===== src/rtl/sram_access_arbiter.sv =====
// -----------------------------------------------------------------------------
// sram_access_arbiter
//
// Shares the single off-chip SRAM between the audio recorder (write side) and
// the player (read side). Only one access is in flight at a time. When both
// sides request in the same IDLE cycle, the side that was not served last wins,
// so continuous dual traffic alternates W,R,W,R... This block owns every SRAM
// control pin, and all of its outputs come straight from flops.
//
// Access timeline for a request sampled in IDLE during cycle t:
//   t+1 .. t+ACC_CYC   strobe (WE_N or OE_N) low
//   t+ACC_CYC+1        DONE: strobes high, matching ack pulses
//   t+ACC_CYC+2        back in IDLE
//
// Ports
//   i_clk, i_rst                 clock; asynchronous active-high reset
//   i_wr_req/i_wr_addr/i_wr_data write request; hold until o_wr_ack
//   o_wr_ack                     one-cycle pulse when a write completes
//   i_rd_req/i_rd_addr           read request; hold until o_rd_ack
//   o_rd_data, o_rd_ack          read data (held until the next read ack)
//   o_sram_addr                  SRAM address
//   o_sram_we_n, o_sram_oe_n     SRAM strobes, active-low
//   o_sram_dq, o_dq_oe           write data and DQ drive enable
//   i_sram_dq                    sampled SRAM DQ
//   o_busy                       high whenever the FSM is not in IDLE
//   o_state                      debug: 0 IDLE, 1 WRITE, 2 READ, 3 DONE
// -----------------------------------------------------------------------------
module sram_access_arbiter #(
    parameter int ADDR_W  = 20,
    parameter int DATA_W  = 16,
    parameter int ACC_CYC = 2
) (
    input  logic              i_clk,
    input  logic              i_rst,
    input  logic              i_wr_req,
    input  logic [ADDR_W-1:0] i_wr_addr,
    input  logic [DATA_W-1:0] i_wr_data,
    output logic              o_wr_ack,
    input  logic              i_rd_req,
    input  logic [ADDR_W-1:0] i_rd_addr,
    output logic [DATA_W-1:0] o_rd_data,
    output logic              o_rd_ack,
    output logic [ADDR_W-1:0] o_sram_addr,
    output logic              o_sram_we_n,
    output logic              o_sram_oe_n,
    output logic [DATA_W-1:0] o_sram_dq,
    output logic              o_dq_oe,
    input  logic [DATA_W-1:0] i_sram_dq,
    output logic              o_busy,
    output logic [1:0]        o_state
);

    typedef enum logic [1:0] {
        ST_IDLE  = 2'd0,
        ST_WRITE = 2'd1,
        ST_READ  = 2'd2,
        ST_DONE  = 2'd3
    } state_t;

    // The counter holds the remaining strobe cycles minus one, so an access
    // ends on the cycle it reads zero.
    localparam logic [3:0] CNT_LOAD = 4'(ACC_CYC - 1);

    state_t              state_q,   state_d;
    logic                last_wr_q, last_wr_d;   // 1: last grant went to the writer
    logic [3:0]          cnt_q,     cnt_d;
    logic [ADDR_W-1:0]   addr_q,    addr_d;
    logic [DATA_W-1:0]   wdata_q,   wdata_d;
    logic [DATA_W-1:0]   rd_data_q, rd_data_d;
    logic                we_n_q,    we_n_d;
    logic                oe_n_q,    oe_n_d;
    logic                dq_oe_q,   dq_oe_d;
    logic                wr_ack_q,  wr_ack_d;
    logic                rd_ack_q,  rd_ack_d;
    logic                busy_q,    busy_d;

    logic                grant_wr_s;

    // Writer wins if it is alone, or if both request and the reader went last.
    always_comb begin
        grant_wr_s = i_wr_req & (~i_rd_req | ~last_wr_q);
    end

    // Next-state and next-output logic; pin values are computed for the state
    // being entered so that every output can be a plain flop.
    always_comb begin
        state_d   = state_q;
        last_wr_d = last_wr_q;
        cnt_d     = cnt_q;
        addr_d    = addr_q;
        wdata_d   = wdata_q;
        rd_data_d = rd_data_q;
        we_n_d    = 1'b1;
        oe_n_d    = 1'b1;
        dq_oe_d   = 1'b0;
        wr_ack_d  = 1'b0;
        rd_ack_d  = 1'b0;

        case (state_q)
            ST_IDLE: begin
                if (grant_wr_s) begin
                    state_d   = ST_WRITE;
                    last_wr_d = 1'b1;
                    cnt_d     = CNT_LOAD;
                    addr_d    = i_wr_addr;
                    wdata_d   = i_wr_data;
                    we_n_d    = 1'b0;
                    dq_oe_d   = 1'b1;
                end else if (i_rd_req) begin
                    state_d   = ST_READ;
                    last_wr_d = 1'b0;
                    cnt_d     = CNT_LOAD;
                    addr_d    = i_rd_addr;
                    oe_n_d    = 1'b0;
                end else begin
                    state_d   = ST_IDLE;
                end
            end
            ST_WRITE: begin
                // DQ keeps driving into DONE to cover data hold after WE_N rises.
                dq_oe_d = 1'b1;
                if (cnt_q == 4'd0) begin
                    state_d  = ST_DONE;
                    wr_ack_d = 1'b1;
                end else begin
                    cnt_d  = cnt_q - 4'd1;
                    we_n_d = 1'b0;
                end
            end
            ST_READ: begin
                if (cnt_q == 4'd0) begin
                    state_d   = ST_DONE;
                    rd_data_d = i_sram_dq;
                    rd_ack_d  = 1'b1;
                end else begin
                    cnt_d  = cnt_q - 4'd1;
                    oe_n_d = 1'b0;
                end
            end
            ST_DONE: begin
                state_d = ST_IDLE;
            end
            default: begin
                state_d = ST_IDLE;
            end
        endcase

        busy_d = (state_d != ST_IDLE);
    end

    // State and output registers; reset aborts any access at once with no ack.
    always_ff @(posedge i_clk or posedge i_rst) begin
        if (i_rst) begin
            state_q   <= ST_IDLE;
            last_wr_q <= 1'b0;
            cnt_q     <= 4'd0;
            addr_q    <= '0;
            wdata_q   <= '0;
            rd_data_q <= '0;
            we_n_q    <= 1'b1;
            oe_n_q    <= 1'b1;
            dq_oe_q   <= 1'b0;
            wr_ack_q  <= 1'b0;
            rd_ack_q  <= 1'b0;
            busy_q    <= 1'b0;
        end else begin
            state_q   <= state_d;
            last_wr_q <= last_wr_d;
            cnt_q     <= cnt_d;
            addr_q    <= addr_d;
            wdata_q   <= wdata_d;
            rd_data_q <= rd_data_d;
            we_n_q    <= we_n_d;
            oe_n_q    <= oe_n_d;
            dq_oe_q   <= dq_oe_d;
            wr_ack_q  <= wr_ack_d;
            rd_ack_q  <= rd_ack_d;
            busy_q    <= busy_d;
        end
    end

    assign o_wr_ack    = wr_ack_q;
    assign o_rd_ack    = rd_ack_q;
    assign o_rd_data   = rd_data_q;
    assign o_sram_addr = addr_q;
    assign o_sram_we_n = we_n_q;
    assign o_sram_oe_n = oe_n_q;
    assign o_sram_dq   = wdata_q;
    assign o_dq_oe     = dq_oe_q;
    assign o_busy      = busy_q;
    assign o_state     = state_q;

endmodule

===== config.mk =====
export PLATFORM = sky130hd
export DESIGN_NAME = sram_access_arbiter
export DESIGN_NICKNAME = d
export VERILOG_FILES = /design/src/rtl/sram_access_arbiter.sv
export SDC_FILE = /design/constraint.sdc
export NUM_CORES = 1
export LEC_CHECK = 0
export CAP_MARGIN = 40
export CELL_PAD_IN_SITES_DETAIL_PLACEMENT = 1
export CELL_PAD_IN_SITES_GLOBAL_PLACEMENT = 2
export CORE_UTILIZATION = 25
export DETAILED_ROUTE_END_ITERATION = 16
export PLACE_DENSITY_LB_ADDON = 0.1
export SYNTH_ARGS = -nofsm -noshare
export SYNTH_HDL_FRONTEND = slang
export SYNTH_SLANG_ARGS = --single-unit
export TNS_END_PERCENT = 1

===== constraint.sdc =====
create_clock -name i_clk -period 2.7 [get_ports i_clk]
set_input_delay 0.54 -clock i_clk [delete_from_list [all_inputs] [get_ports i_clk]]
set_output_delay 0.54 -clock i_clk [all_outputs]
set_load 0.005 [all_outputs]

# == Word-level counts from Yosys, hierarchy flattened ==
# Cells that the tools add are included.
# totals
inputBits,76
wordCells,54
reg_bits,65
# op_classes
reduce_logical,10
n_mux,22
n_eq_ne,5
addsub,1
bitwise,4
# ops
cell,n
$mux 20,2
$mux 4,3
$mux 1,9
$pmux 4 s2,1
$mux 2,3
$pmux 1 s2,3
$pmux 2 s3,1
$reduce_and 2->1,3
$reduce_bool 2->1,3
$eq 2x2->1 const B,2
$logic_not 4->1,1
$sub 4x1->4 const B,1
$ne 3x3->1 const B,1
$reduce_and 3->1,1
$eq 2x1->1 const B,1
$logic_not 2->1,1
$ne 2x2->1 const B,1
$not 1->1,2
$reduce_or 2->1,1
$and 1x1->1,1
$or 1x1->1,1

# == Longest topological paths before layout ==
# Gate-level depths: netlist (run 1).
# logic_depth
word_depth,6
mapped_depth,7
depth_no_buf,5

# == Least setup slack after synthesis (run 1) ==
# Ideal clock, no wire load.
# synth_timing
path_type,reg2reg
from,register cnt_q[0]
to,register rd_data_q[0] (netlist: o_rd_data[0])
t_arrival_ps,1595
required_ps,2573
path_buffers,2
path_stages_with_launch,8
slack_ps,978
cell_sequence,dfrtp_1 inv_1 ha_1 nor3b_4 and2_1 buf_6 buf_8 mux2_1
# synth_via
elab_chain_len,2
# synth_lines
element,line_no,rtl
start: declaration,66,"logic [3:0] cnt_q, cnt_d;"
start signal: assignment,169,cnt_q <= cnt_d;
$logic_not 4->1,131,if (cnt_q == 4'd0) begin
$reduce_and 2->1 (no source line),-,
end signal: assignment,172,rd_data_q <= rd_data_d;
end: declaration,69,"logic [DATA_W-1:0] rd_data_q, rd_data_d;"
# Every way passes these cells.
# A chain may end at the register's enable or synchronous reset.

# == Final worst setup path (run 1) ==
# layout_timing
from,register cnt_q[0]
to,register rd_data_q[1] (netlist: o_rd_data[1])
# Same word-level chain as after synthesis.

==> qor.yml, run 1 <==
grt_max_degree: 66
clkTransAtPathRegs_ns: 0.07
synth_area_um2: 2780
end_kind: "flop"
rsz0062_at_grt: "no"
synthFlopType: "dfrtp_1"
setup_violations: 0
holdWs_ns: 0.486
dieArea_um2: 11500
cts_root_buf: "clkbuf_8"
drc: 0
ff_latch_area_um2: 1630
tns_ns: 0
required_ns: 2.91
grt.overflow.total: 0
grt_pass1_vias: 2199
num_vias: 2161
grt_use_total_pct: 12.4
synth_top_area_share_pct: 56.7
gp_congestion: 0.683
finalPower_w: 0.00470
power.density_nw_per_um2: 1030
p_leak_nw: 1.98
maxSlewHeadroom_pct: 67.7
antenna_cells: 0
ctsResizeCount: 0
fin_nets: 440
ir_drop_uv: 395
fillers: 1191
crit_path_start_kind: "flop"
grt_pass1_wl_mm: 10.9
ys_ff_latch: 65
hold_path_class: "flop to flop"
synth-seq-area-share_pct: 58.6
yosysUniqueCellTypes: 32
cp.arrival_ns: 2.12
cts_buffers: 9
num_io_pins: 136
drt_iter0_markers: 33
synth_nets: 299
cts.sinks: 65
die_h_um: 107
status: "completed"
worst_slew_pin_slew_ns: 0.483
async_flop_share_pct: 100
wl_met1_mm: 2.95
fin_area_um2: 4560
rows: 38
crit_type: "flop to flop"
antenna_found_initial: 0
max_cap_viol_count: 0
io_buffer_count: 135
yosysMostFrequentCell: "dfrtp_1"
hold_viol: 0
ctsHoldBuffers: 0
cts_tree: "done"
wl_mm: 6.93
detailed_place_hpwl_mm: 5.10
drive_above_1_share_pct: 7.99
fin_worst_skew_ns: 0.0140
setup_slack_ns: 0.795
insertion_delay_ns: 0.34
wire_per_inst_um: 13.8
routed-wl-met3_um: 716
max_freq_mhz: 525
die_w_um: 107
htree_levels: 3
cts_setup_buffers: 0
synth_largest_area_cell: "dfrtp_1"
start_util_pct: 25.6
crit_fanout: 18
avgSynthCellArea_um2: 12.8
area_growth_pct: 64.0
avgViaCountPerCell: 4.30
ant_nets: 0
first_pass_iters: 3
highest_layer: "met4"
cts_buffer_depth: 2
placed_area_um2: 4310
finalMaxSlewViolations: 0
core_um2: 10800
place_ws_ns: 0.467
wl_met2_mm: 3.15
fin_crit_sh_pct: 70.6
multi_input_area_um2: 1060
synthCells: 217
ys_top_cells_by_count: "dfrtp_1 (63), mux2_1 (32), o21ai_1 (23)"
synth_edf_count: 0
netlist_top_cells_area: "dfrtp_1 (57%), mux2_1 (13%), mux2i_1 (7.2%)"
ys.warnings.count: 0
min_period_ns: 1.91
-- registers in the layout, indices dropped and copies added, names as in the netlist --
register,flops
o_sram_dq,16
o_sram_oe_n,1
last_wr_q,1
o_busy,1
o_sram_we_n,1
o_wr_ack,1
o_rd_ack,1
o_rd_data,16
o_state,2
o_sram_addr,20
o_dq_oe,1
cnt_q,4
-- critical path, cell delays in order (launching register included) --
cell	delay [ns]
dfrtp_1	0.39
inv_1	0.11
ha_1	0.18
nor3b_4	0.32
and2_1	0.17
buf_4	0.25
mux2_1	0.36
-- per-stage QoR --
| stage | instances | utilization, % |
|---|---|---|
| 2_1_floorplan | 217 | - |
| 3_3_place_gp | 487 | 39.8 |
| 3_5_place_dp | 487 | 39.8 |
| 4_1_cts | 503 | 42.1 |
| 5_1_grt | 503 | 42.1 |
| 6_report | 503 | 42.1 |
-- cell usage in the layout, fill, tap and decap left out, types with 3 or more instances in the layout --
master and n:
mux2_1 32, nand2_1 22, inv_1 7, o21ai_1 22, mux2i_1 20, ha_1 6
buf_4 3, clkdlybuf4s50_1 135, dfrtp_1 63, clkbuf_8 13, nor3_1 3, nand2b_1 4
-- layout make-up --
class | instances | area share (%)
multi-input cells | 134 | 23.3
inverters | 8 | 0.658
repair buffers | 140 | 31.0
well taps | 140 | 3.84
flip-flops and latches | 65 | 35.7
clock buffers | 13 | 3.92
clock inverters | 3 | 1.51
-- layer usage --
metal  up-vias  GRT usage (%)
li1       1042              -
met1      1016           15.0
met2        93           19.6
met3        10           4.84
met4         0           5.58
met5         -              0
-- kinds of logic (layout without fill, tap and decap cells) --
family	after synthesis	in the layout	synth area share, %
flops	65	65	58.6
compound gates	39	39	8.46
buf+inv	18	164	3.24
simple gates	36	36	6.44
fa+ha+maj	6	6	2.70
mux	53	53	20.6
-- worst paths after layout --
kind | slack, ns | cells past startpoint | start | end
min reg2reg | 0.49 | 1 | o_rd_data[2] | o_rd_data[2]
max | 0.79 | 6 | cnt_q[0] | o_rd_data[1]
min | 0.49 | 1 | o_rd_data[2] | o_rd_data[2]
max reg2reg | 0.79 | 6 | cnt_q[0] | o_rd_data[1]
min in group asynchronous | 0.57 | 3 | i_rst | o_sram_addr[4]
max in group asynchronous | 1.78 | 3 | i_rst | o_sram_oe_n
-- report_power, final --
group,internal [W],leakage [nW],switching (W)
registers,0.00144,0.788,0.000241
logic,0.00126,1.06,0.000762
clock network,0.000625,0.126,0.000373
Note: power is estimated with default switching activity, not from simulation.
==> run 2, diff against run 1 <==
clock period = 1.8 ns   (was 2.7 ns; I/O delays follow)
==> qor.yml, run 2 (synthesized netlist as in run 1, its figures left out) <==
cts_buffers: 9
grt_pass1_vias: 2312
status: "completed"
finalMaxSlewViolations: 0
num_vias: 2226
worst_path_max_delay_cell: "dfstp_2"
die_h_um: 107
num_io_pins: 136
cpPeakStageDelay_ns: 0.52
grt_pass1_wl_mm: 11.3
max_freq_mhz: 587
layout_common_cells: "clkdlybuf4s50_1 (135), dfrtp_1 (63), mux2_1 (32)"
cp.arrival_ns: 1.34
end_kind: "output port"
detailed_place_hpwl_mm: 5.29
drt_iter0_markers: 28
grt.overflow.total: 0
grt_use_total_pct: 12.8
required_ns: 1.44
drive_above_1_share_pct: 11.6
finalNonFillerCells: 518
first_pass_iters: 3
core_um2: 10800
area_growth_pct: 68.3
ir_drop_uv: 519
maxSlewHeadroom_pct: 79.5
rsz0062_at_grt: "no"
max_cap_viol_count: 0
wl_mm: 6.91
cts_buffer_depth: 2
crit_fanout: 1
io_buffer_count: 135
utilization_pct: 43.2
antenna_cells: 0
dieArea_um2: 11500
die_w_um: 107
hold_path_class: "primary input to async pin"
grt_max_degree: 41
ctsHoldBuffers: 0
rows: 38
holdWs_ns: 0.295
largest_reg_flops: 20
clkTransAtPathRegs_ns: 0.07
insertion_delay_ns: 0.33
worst_slew_pin_slew_ns: 0.307
p_leak_nw: 2.04
power.density_nw_per_um2: 1490
fin_crit_sh_pct: 94.6
avgViaCountPerCell: 4.30
final_common_cell: "clkdlybuf4s50_1"
path_delay_family: "flip-flops"
r2r-start: "cnt_q[1]"
cts_tree: "done"
ant_nets: 0
fillers: 1203
wire_per_inst_um: 13.3
fin_nets: 456
drc: 0
dpl.cell_count: 502
setup_violations: 0
min_period_ns: 1.70
hold_viol: 0
cts_root_buf: "clkbuf_8"
setup.worst_path.start: "o_sram_we_n"
path_cells: "clkdlybuf4s50_1"
crit_type: "flop to output port"
crit_path_start_kind: "flop"
antenna_found_initial: 0
fin_worst_skew_ns: 0.0115
htree_levels: 3
worst-path-buf-inv: 1
cts.sinks: 65
start_util_pct: 25.6
fin_area_um2: 4680
finalPower_w: 0.00695
placed_area_um2: 4490
gp_congestion: 0.705
[run 2: cell count changes in the layout (fill, tap and decap cells not counted), moves of 2 or more]
cell	before	now
buf_4	3	15
buf_12	2	6
clkbuf_8	13	9
clkinv_2	0	3
clkbuf_1	0	2
[run 2: through the flow]
stage	setup slack, ns	setup TNS, ns
floorplan	0.0778	0
global placement	-0.0139	-0.0139
detailed placement	-0.0287	-0.345
CTS	0.0493	0
global route	0.0104	0
finish	0.0970	0
[run 2: final timing paths]
kind,to,slack [ns],depth (start not counted)
max in group asynchronous,o_sram_oe_n,0.99,3
hold reg to reg,o_sram_addr[9],0.48,2
hold / removal,o_sram_addr[5],0.30,2
setup / recovery,o_sram_we_n,0.1,1
setup reg to reg,cnt_q[0],0.11,6
min in group i_clk,o_sram_addr[9],0.48,2
[run 2: what timing repair did]
action	4_1_cts	5_1_grt
gates resized for setup	0	2
setup endpoints to repair	16	3
setup buffers	1	0
pin swaps	0	1
[run 2: layout make-up]
class	count	area, um2	share of cell area (%)
Multi-Input combinational cell	134	1080	23.1
Clock buffer	11	131	2.81
Clock inverter	4	45.0	0.963
Tap cell	140	175	3.74
Sequential cell	65	1630	34.8
Inverter	8	33.8	0.722
Timing Repair Buffer	156	1580	33.9
[run 2: report_power, final]
| part | internal (W) | total, W | switching (W) |
|---|---|---|---|
| registers | 0.00216 | 0.00249 | 0.000324 |
| logic | 0.00209 | 0.00331 | 0.00122 |
| clock network | 0.000626 | 0.00116 | 0.000530 |
| total | 0.00488 | 0.00695 | 0.00207 |
[run 2: routing by layer]
layer,global-route usage (%),up-vias,routed length [um]
li1,-,1072,-
met1,14.7,1053,2770
met2,20.8,91,3300
met3,5.51,10,730
met4,5.58,0,116
met5,0,-,0
==> run 3, diff against run 2 <==
MAX_ROUTING_LAYER = met4   (was unset)
==> qor.yml, run 3 (synthesized netlist as in run 1, its figures left out) <==
status: "completed"
first_pass_iters: 3
cts.sinks: 65
avgViaCountPerCell: 4.30
maxSlewHeadroom_pct: 79.5
dieArea_um2: 11500
wl_mm: 6.90
die_w_um: 107
setup_violations: 0
insertion_delay_ns: 0.34
cp.arrival_ns: 1.34
max_cap_viol_count: 0
antenna_found_initial: 0
start_util_pct: 25.6
path_cells: "clkdlybuf4s50_1"
hold_path_class: "primary input to async pin"
hold_viol: 0
grt_pass1_vias: 2318
drive_above_1_share_pct: 11.6
io_buffer_count: 135
area_growth_pct: 68.3
fin_crit_sh_pct: 94.6
gp_congestion: 0.712
worst-path-buf-inv: 1
cts_buffers: 9
die_h_um: 107
largest_reg_flops: 20
fin_worst_skew_ns: 0.0116
ir_drop_uv: 519
min_period_ns: 1.70
grt_pass1_wl_mm: 11.3
worst_slew_pin_slew_ns: 0.307
drt_iter0_markers: 26
rows: 38
crit_fanout: 1
cts_tree: "done"
num_vias: 2227
finalMaxSlewViolations: 0
clkTransAtPathRegs_ns: 0.07
worst_path_max_delay_cell: "dfstp_2"
wire_per_inst_um: 13.3
ant_nets: 0
crit_type: "flop to output port"
end_kind: "output port"
htree_levels: 3
core_um2: 10800
grt.overflow.total: 0
num_io_pins: 136
drc: 0
ff2ff_path_depth: 6
p_leak_nw: 2.04
final_common_cell: "clkdlybuf4s50_1"
antenna_cells: 0
rsz0062_at_grt: "no"
r2r_slack_ns: 0.11
holdWs_ns: 0.295
cts_root_buf: "clkbuf_8"
grt_use_total_pct: 13.2
max_freq_mhz: 587
ctsHoldBuffers: 0
cts_buffer_depth: 2
crit_path_start_kind: "flop"
cp.depth: 1
power.density_nw_per_um2: 1490
utilization_pct: 43.2
cpPeakStageDelay_ns: 0.52
fin_nets: 456
grt_max_degree: 41
required_ns: 1.44
detailed_place_hpwl_mm: 5.29
layout_common_cells: "clkdlybuf4s50_1 (135), dfrtp_1 (63), mux2_1 (32)"
path_delay_family: "flip-flops"
==> run 3: cell counts in the layout (fill, tap and decap cells not counted) <==
No cell type changed its count.
==> run 3: routing by layer <==
metal	vias to the layer above	track usage, %	wire length (um)
li1	1072	-	-
met1	1054	15.0	2840
met2	91	20.9	3300
met3	10	4.90	643
met4	0	5.58	111
met5	-	-	0
==> run 3: through the flow <==
stage	cell area, um2	total power (W)	instances	setup TNS, ns	worst slack (ns)
finish	4680	0.00695	518	0	0.0966
global route	4680	0.00754	518	0	0.0104
CTS	4670	0.00710	518	0	0.0493
detailed placement	4490	0.00587	502	-0.345	-0.0287
global placement	4490	0.00581	502	-0.0139	-0.0139
floorplan	2780	0.00380	217	0	0.0778
==> run 3: worst paths after layout <==
check	from	to
max	o_sram_we_n	o_sram_we_n
min	i_rst	o_sram_addr[5]
max reg2reg	cnt_q[1]	cnt_q[0]
min reg2reg	o_sram_addr[9]	o_sram_addr[9]
max in group asynchronous	i_rst	o_sram_oe_n
min in group i_clk	o_sram_addr[9]	o_sram_addr[9]
==> run 3: layout make-up <==
cell class / instances / area, um2
multi-input cells: 134 / 1080
fillers: 1203 / 6160
clock buffers: 11 / 131
well taps: 140 / 175
inverters: 8 / 33.8
repair buffers: 156 / 1580
clock inverters: 4 / 45.0
flip-flops and latches: 65 / 1630
==> run 3: timing repair <==
| action | in CTS | in global routing |
|---|---|---|
| pin swaps | 0 | 1 |
| resized for setup | 0 | 2 |
| buffers inserted | 1 | 0 |
| setup endpoints to repair | 16 | 3 |
| hold endpoints to repair | 0 | 0 |
==> run 3: power by group <==
part | internal (W) | switching [W] | total, W | leakage, nW
Sequential | 0.00216 | 0.000324 | 0.00249 | 0.788
Clock | 0.000626 | 0.000530 | 0.00116 | 0.0929
Combinational | 0.00209 | 0.00122 | 0.00331 | 1.16
Total | 0.00488 | 0.00207 | 0.00695 | 2.04
==> run 3: worst reg2reg max path: stages, from the launching register on <==
cell,delay [ns]
dfrtp_1,0.37
inv_1,0.08
ha_1,0.20
nor3b_4,0.16
buf_4,0.15
a2111o_1,0.36
mux2_2,0.26
